**src/rtl/row_sequencer_pkg.sv**
```systemverilog
// -----------------------------------------------------------------------------
// row_sequencer_pkg
// Shared parameters and types for the row sequencer slice.
//   WL          : word length of one real or imaginary element
//   CORDIC_ITER : iteration count of the downstream CORDIC rotation stage
//   seq_state_e : sequencer FSM state encoding
//   idx_width() : safe $clog2 for index widths (never returns 0)
// -----------------------------------------------------------------------------
package row_sequencer_pkg;

  localparam int WL          = 16;
  localparam int CORDIC_ITER = 12;

  typedef enum logic [1:0] {
    ST_IDLE  = 2'd0,
    ST_FILL  = 2'd1,
    ST_ISSUE = 2'd2,
    ST_DRAIN = 2'd3
  } seq_state_e;

  function automatic int idx_width(input int n);
    return (n > 1) ? $clog2(n) : 1;
  endfunction

endpackage

```
**src/rtl/row_delay_line.sv**
```systemverilog
// -----------------------------------------------------------------------------
// row_delay_line
// LAT-deep shift register carrying the issue strobe, row index and last flag
// so that they line up with the output of the rotation stage. LAT >= 1.
// Ports:
//   clk, rst            : clock, asynchronous active-low reset
//   in_valid/idx/last   : issue strobe, issued row index, final-row flag
//   out_valid/idx/last  : the same, delayed exactly LAT cycles
// -----------------------------------------------------------------------------
module row_delay_line #(
  parameter int LAT = 2,
  parameter int IW  = 3
) (
  input  logic          clk,
  input  logic          rst,
  input  logic          in_valid,
  input  logic [IW-1:0] in_idx,
  input  logic          in_last,
  output logic          out_valid,
  output logic [IW-1:0] out_idx,
  output logic          out_last
);

  logic [LAT-1:0] vld_q;
  logic [LAT-1:0] last_q;
  logic [IW-1:0]  idx_q [LAT];

  genvar gi;
  generate
    for (gi = 0; gi < LAT; gi++) begin : g_stage
      if (gi == 0) begin : g_head
        always_ff @(posedge clk or negedge rst) begin
          if (!rst) begin
            vld_q[gi]  <= 1'b0;
            last_q[gi] <= 1'b0;
            idx_q[gi]  <= '0;
          end else begin
            vld_q[gi]  <= in_valid;
            last_q[gi] <= in_last;
            idx_q[gi]  <= in_idx;
          end
        end
      end else begin : g_body
        always_ff @(posedge clk or negedge rst) begin
          if (!rst) begin
            vld_q[gi]  <= 1'b0;
            last_q[gi] <= 1'b0;
            idx_q[gi]  <= '0;
          end else begin
            vld_q[gi]  <= vld_q[gi-1];
            last_q[gi] <= last_q[gi-1];
            idx_q[gi]  <= idx_q[gi-1];
          end
        end
      end
    end
  endgenerate

  assign out_valid = vld_q[LAT-1];
  assign out_last  = last_q[LAT-1];
  assign out_idx   = idx_q[LAT-1];

endmodule

```
**src/rtl/row_sequencer.sv**
```systemverilog
// -----------------------------------------------------------------------------
// row_sequencer
// Collects the rows of one matrix (H row plus matching y element) into a
// buffer, then issues them one per cycle to a rotation stage of latency LAT,
// and reports which row emerges from that stage.
// Ports:
//   clk, rst                 : clock, asynchronous active-low reset
//   s_valid/s_ready/s_last   : upstream row handshake, final-row marker
//   s_hx, s_hy, s_yx, s_yy   : incoming row (N elements of WL bits) and y
//   hold                     : pauses issue only
//   r_hx, r_hy, r_yx, r_yy   : row driven to the rotation stage (0 when idle)
//   o_valid, o_idx, o_last   : rotation-stage output strobe, row index, last
//   done                     : pulse in the final drain cycle
//   ovf                      : pulse after ROWS rows arrived with no s_last
// -----------------------------------------------------------------------------
module row_sequencer
  import row_sequencer_pkg::*;
#(
  parameter int N    = 8,
  parameter int ROWS = 8,
  parameter int LAT  = 2
) (
  input  logic                        clk,
  input  logic                        rst,
  input  logic                        s_valid,
  output logic                        s_ready,
  input  logic [WL*N-1:0]             s_hx,
  input  logic [WL*N-1:0]             s_hy,
  input  logic [WL-1:0]               s_yx,
  input  logic [WL-1:0]               s_yy,
  input  logic                        s_last,
  input  logic                        hold,
  output logic [WL*N-1:0]             r_hx,
  output logic [WL*N-1:0]             r_hy,
  output logic [WL-1:0]               r_yx,
  output logic [WL-1:0]               r_yy,
  output logic                        o_valid,
  output logic [idx_width(ROWS)-1:0]  o_idx,
  output logic                        o_last,
  output logic                        done,
  output logic                        ovf
);

  localparam int IW = idx_width(ROWS);
  localparam int CW = $clog2(ROWS + 1);
  localparam int DW = idx_width(LAT);

  seq_state_e    state_q;
  logic [CW-1:0] wr_cnt_q;
  logic [CW-1:0] rd_cnt_q;
  logic [DW-1:0] drain_q;
  logic          ovf_q;

  logic          accept;
  logic          full;
  logic          issue;
  logic          issue_last;
  logic          drain_end;
  logic [IW-1:0] wr_idx;
  logic [IW-1:0] rd_idx;

  // Row buffer: plain register arrays, contents survive reset.
  logic [WL*N-1:0] hx_mem [ROWS];
  logic [WL*N-1:0] hy_mem [ROWS];
  logic [WL-1:0]   yx_mem [ROWS];
  logic [WL-1:0]   yy_mem [ROWS];

  assign s_ready    = (state_q == ST_IDLE) || (state_q == ST_FILL);
  assign accept     = s_valid && s_ready;
  // Accepting this row would fill the buffer.
  assign full       = (wr_cnt_q == CW'(ROWS - 1));
  assign issue      = (state_q == ST_ISSUE) && !hold;
  assign issue_last = issue && (rd_cnt_q == (wr_cnt_q - CW'(1)));
  assign drain_end  = (state_q == ST_DRAIN) && (drain_q == DW'(LAT - 1));
  assign wr_idx     = wr_cnt_q[IW-1:0];
  assign rd_idx     = rd_cnt_q[IW-1:0];

  assign done = drain_end;
  assign ovf  = ovf_q;

  always_ff @(posedge clk) begin
    if (accept) begin
      hx_mem[wr_idx] <= s_hx;
      hy_mem[wr_idx] <= s_hy;
      yx_mem[wr_idx] <= s_yx;
      yy_mem[wr_idx] <= s_yy;
    end
  end

  // Row bus is forced to zero on every cycle that does not issue.
  assign r_hx = issue ? hx_mem[rd_idx] : '0;
  assign r_hy = issue ? hy_mem[rd_idx] : '0;
  assign r_yx = issue ? yx_mem[rd_idx] : '0;
  assign r_yy = issue ? yy_mem[rd_idx] : '0;

  always_ff @(posedge clk or negedge rst) begin
    if (!rst) begin
      state_q  <= ST_IDLE;
      wr_cnt_q <= '0;
      rd_cnt_q <= '0;
      drain_q  <= '0;
      ovf_q    <= 1'b0;
    end else begin
      ovf_q <= 1'b0;
      unique case (state_q)
        ST_IDLE, ST_FILL: begin
          if (accept) begin
            wr_cnt_q <= wr_cnt_q + CW'(1);
            if (s_last || full) begin
              state_q <= ST_ISSUE;
              // A full buffer without s_last is closed as if it were last.
              ovf_q   <= !s_last;
            end else begin
              state_q <= ST_FILL;
            end
          end
        end
        ST_ISSUE: begin
          if (issue) begin
            rd_cnt_q <= rd_cnt_q + CW'(1);
            if (issue_last) begin
              state_q <= ST_DRAIN;
              drain_q <= '0;
            end
          end
        end
        ST_DRAIN: begin
          if (drain_end) begin
            state_q  <= ST_IDLE;
            wr_cnt_q <= '0;
            rd_cnt_q <= '0;
            drain_q  <= '0;
          end else begin
            drain_q <= drain_q + DW'(1);
          end
        end
        default: state_q <= ST_IDLE;
      endcase
    end
  end

  // The delay line runs every cycle regardless of hold, so held cycles
  // appear as gaps in o_valid.
  row_delay_line #(
    .LAT (LAT),
    .IW  (IW)
  ) u_delay (
    .clk       (clk),
    .rst       (rst),
    .in_valid  (issue),
    .in_idx    (issue ? rd_idx : '0),
    .in_last   (issue_last),
    .out_valid (o_valid),
    .out_idx   (o_idx),
    .out_last  (o_last)
  );

endmodule

```
**config.mk**
```make
export PLATFORM = sky130hd
export DESIGN_NAME = row_sequencer
export DESIGN_NICKNAME = d
export VERILOG_FILES = /design/src/rtl/row_sequencer_pkg.sv /design/src/rtl/row_delay_line.sv /design/src/rtl/row_sequencer.sv
export SDC_FILE = /design/constraint.sdc
export NUM_CORES = 2
export LEC_CHECK = 0
export ABC_AREA = 1
export CELL_PAD_IN_SITES_DETAIL_PLACEMENT = 0
export CELL_PAD_IN_SITES_GLOBAL_PLACEMENT = 1
export CORE_MARGIN = 1
export CORE_UTILIZATION = 53
export CTS_CLUSTER_SIZE = 25
export DETAILED_ROUTE_END_ITERATION = 12
export PLACE_DENSITY = 0.86
export SETUP_SLACK_MARGIN = 0.05
export SKIP_LAST_GASP = 1
export SYNTH_ARGS = -nofsm -noshare
export SYNTH_HDL_FRONTEND = slang
export SYNTH_SLANG_ARGS = --single-unit
```
**constraint.sdc**
```tcl
create_clock -name clk -period 21.4 [get_ports clk]
set_input_delay 4.28 -clock clk [delete_from_list [all_inputs] [get_ports clk]]
set_output_delay 4.28 -clock clk [all_outputs]
set_load 0.005 [all_outputs]
```
==> metrics.txt <==
status=completed; clock sink count=around 2,300; Num CTS Buffers=between 200 and 250; commonest non-fill, non-tap cells in the layout=edfxtp_1, nor2_1, o21ai_0, nand2_1, clkdlybuf4s50_1; area grow syn2layout=15.63%; Yosys top cell by area=edfxtp_1; largest family of logic cells by synthesized area=compound AO/OA/AOI/OAI gates; max-slew violation count=0; Max FO, Critical Path=between 100 and 150; global-route wire length before repair=327,800 µm; TritonCTS clock tree=built; Synth Area in Compound Gates=approximately a tenth; Tcrit/Tclk final=about three fifths; first-pass iteration count of the detailed router=6; Syn Inst Count=6,663; die width=a little over 400 µm; Via density=between 5 and 6; HPWL after detailed placement=between 100,000 and 150,000 µm; Worst Skew=about 0.026 ns; Hold Crit Class=reg -> reg; Synth area leaders=edfxtp_1, nor2_1, o21ai_0; Die ar.=approximately 170,000 µm²; ANT nets after route=0; number of core rows=150; XOR/XNOR share of the synthesized area=less than 1%; Net Sw Frac=32.62%; sum of negative setup slack=0 ns; max_cap viols=0; Core ar.=around 170,000 µm²; Post-CTS Setup Inserts=0; Netlist cell types=22; post-synthesis mux area share=0%; Sequential Power Share=42.5%; final wirelength=222,400 µm; Reg2Reg Setup Slack=approximately 16 ns; Syn Nets=around 7,000; RSZ-0062 raised after global routing=no; Pint=between 8000 and 9000 µW; I/O Buffers=approximately 590; Worst Tran Pin Value=1.398 ns; worst relative slew slack=6.817%; Pleak=around 0.034 µW; Max VDD drop=between 0.1 and 0.15 mV; drt wl/cell=about 23 µm; io pins=a little under 600; sequential share of the synthesized area=between 70% and 80%; fill count=~12,000; Sw Pwr=4043 µW; Pwr Density=119.5 nW/µm²; Critical Path Start Type=flop; largest net degree at the start of global routing=roughly 240; critical path class=reg -> out; worst hold path depth=0; Synth Area per Inst=approximately 13 µm²; DRC=0; non-filler instance count after layout=9,491; Initial Utilization=approximately 54%; Final Total Pwr=between 10,000 and 15,000 µW; drt initial violations=approximately 6,000; antenna violations before repair=50; clock group share of total power=29.1%; Logic pwr share=28.4%; vias in the first global route=53,810; Synth Register Bits=2,326; Clk pin slew, worst setup/hold paths=approximately 0.060 ns; endpoints failing hold=0; share of cells above drive strength 1=a little over 5%; Ys Warns=0; Synth top area share=77.14%; Adder-Cell Fraction of Synth Area=less than 1%; Fmax=approximately 77 MHz; Req. time, crit path=17.12 ns; Placer Congestion=around 0.82; Reg2Reg Depth=6; PostCTS Resize Cnt=0; routed vias=56,660; Post-Synth Simple-Gate Area=9.155%; grt ovf=0; post-route minimum period=12.95 ns; # nets final=~7,400; commonest non-fill, non-tap cell in the layout=edfxtp_1; CTS Buffer Depth=3; H-Tree Depth=4; root buf cell=clkbuf_16; Final Setup Violations=0; critical path endpoint category=primary output; post-placement cell count=roughly 9,000; Tot GR Track Use=between 20 and 30%; Critical Path AT=approximately 8.7 ns; post-synthesis cell area=89,690 µm²; worst skew pair latency=around 0.85 ns; hold buffers post-CTS=0; Die Ht=413.4 µm
## Yosys cell counts (all sizes together)
cell type,count
a21oi,5
buf,188
clkbuf,296
dfrtp,22
edfxtp,2304
ha,3
inv,23
nand2,616
nand3,297
nor2,1170
nor3,2
o21ai,1158
o22ai,577
xnor2,1
xor2,1
## area by class of cell
cell class              instances  area, µm²  share of cell area (%)
clock buffers                 284       5851                   5.642
flip-flops and latches       2326      69740                   67.25
multi-input cells            3830      17750                   17.12
repair buffers                666       6596                   6.361
well taps                    2204       2758                   2.659
clock inverters               118      784.5                  0.7565
diodes                         40      100.1                 0.09652
inverters                      23      116.4                  0.1122
## sequential cells by signal (all words and copies together) (netlist names)
register / count
u_delay.last_q: 1
state_q: 2
u_delay.out_valid: 1
yy_mem: 128
hx_mem: 1024
yx_mem: 128
rd_cnt_q: 4
wr_cnt_q: 4
ovf: 1
drain_q: 1
u_delay.out_last: 1
u_delay.vld_q: 1
u_delay.out_idx: 3
u_delay.idx_q: 3
hy_mem: 1024
## worst max-delay path: stages, from the launching register on
cell and delay (ns):
dfrtp_4 0.73, buf_4 0.76, buf_4 0.78, buf_4 0.73, buf_4 0.95, buf_4 0.93, buf_4 0.98, o21ai_0 0.26
o22ai_1 0.44, nand3_1 0.15, nand2_1 0.11, clkdlybuf4s50_1 0.51
## kinds of logic after synthesis
family / after synthesis
flip-flops: 2326
AND/OR/NAND/NOR: 2085
AO/OA/AOI/OAI: 1740
buffers and inverters: 507
adder cells (fa/ha/maj): 3
XOR/XNOR: 2
## through the flow
step	cell area, µm²	setup slack [ns]	hold WS (ns)	utilization (%)
after floorplan	89690	3.835	0.3312	-
after global placement	96970	9.022	0.3356	57.86
after detailed placement	96970	8.900	0.3347	57.86
after CTS	103600	8.678	0.3708	61.82
after global routing	103700	8.063	0.3733	61.85
final	103700	8.454	0.3687	61.88
## power by group through the flow
stage	Clock [µW]	Combinational [µW]	Sequential, µW
2_1_floorplan	0	2120	5390
3_3_place_gp	0	3430	5350
3_5_place_dp	0	3490	5360
4_1_cts	3650	3510	5260
5_1_grt	3830	3830	5270
6_report	3610	3520	5260
## routing by layer
layer	share of wire, %	track usage, %	vias up
li1	-	-	25660
met1	40	34.50	28180
met2	47	40.00	2353
met3	8.8	5.924	424
met4	3.7	10.85	46
met5	0.13	0	-
## final timing paths
check                                      start            endpoint
worst max-delay path                 rd_cnt_q[0]            r_hy[33]
worst min-delay path            u_delay.idx_q[3]  u_delay.out_idx[0]
worst max register to register        state_q[1]       hy_mem[3][55]
worst min register to register  u_delay.idx_q[3]  u_delay.out_idx[0]
max in group asynchronous                    rst         rd_cnt_q[1]
min in group asynchronous                    rst    u_delay.idx_q[4]
No activity file was read; power rests on OpenSTA's default activity.
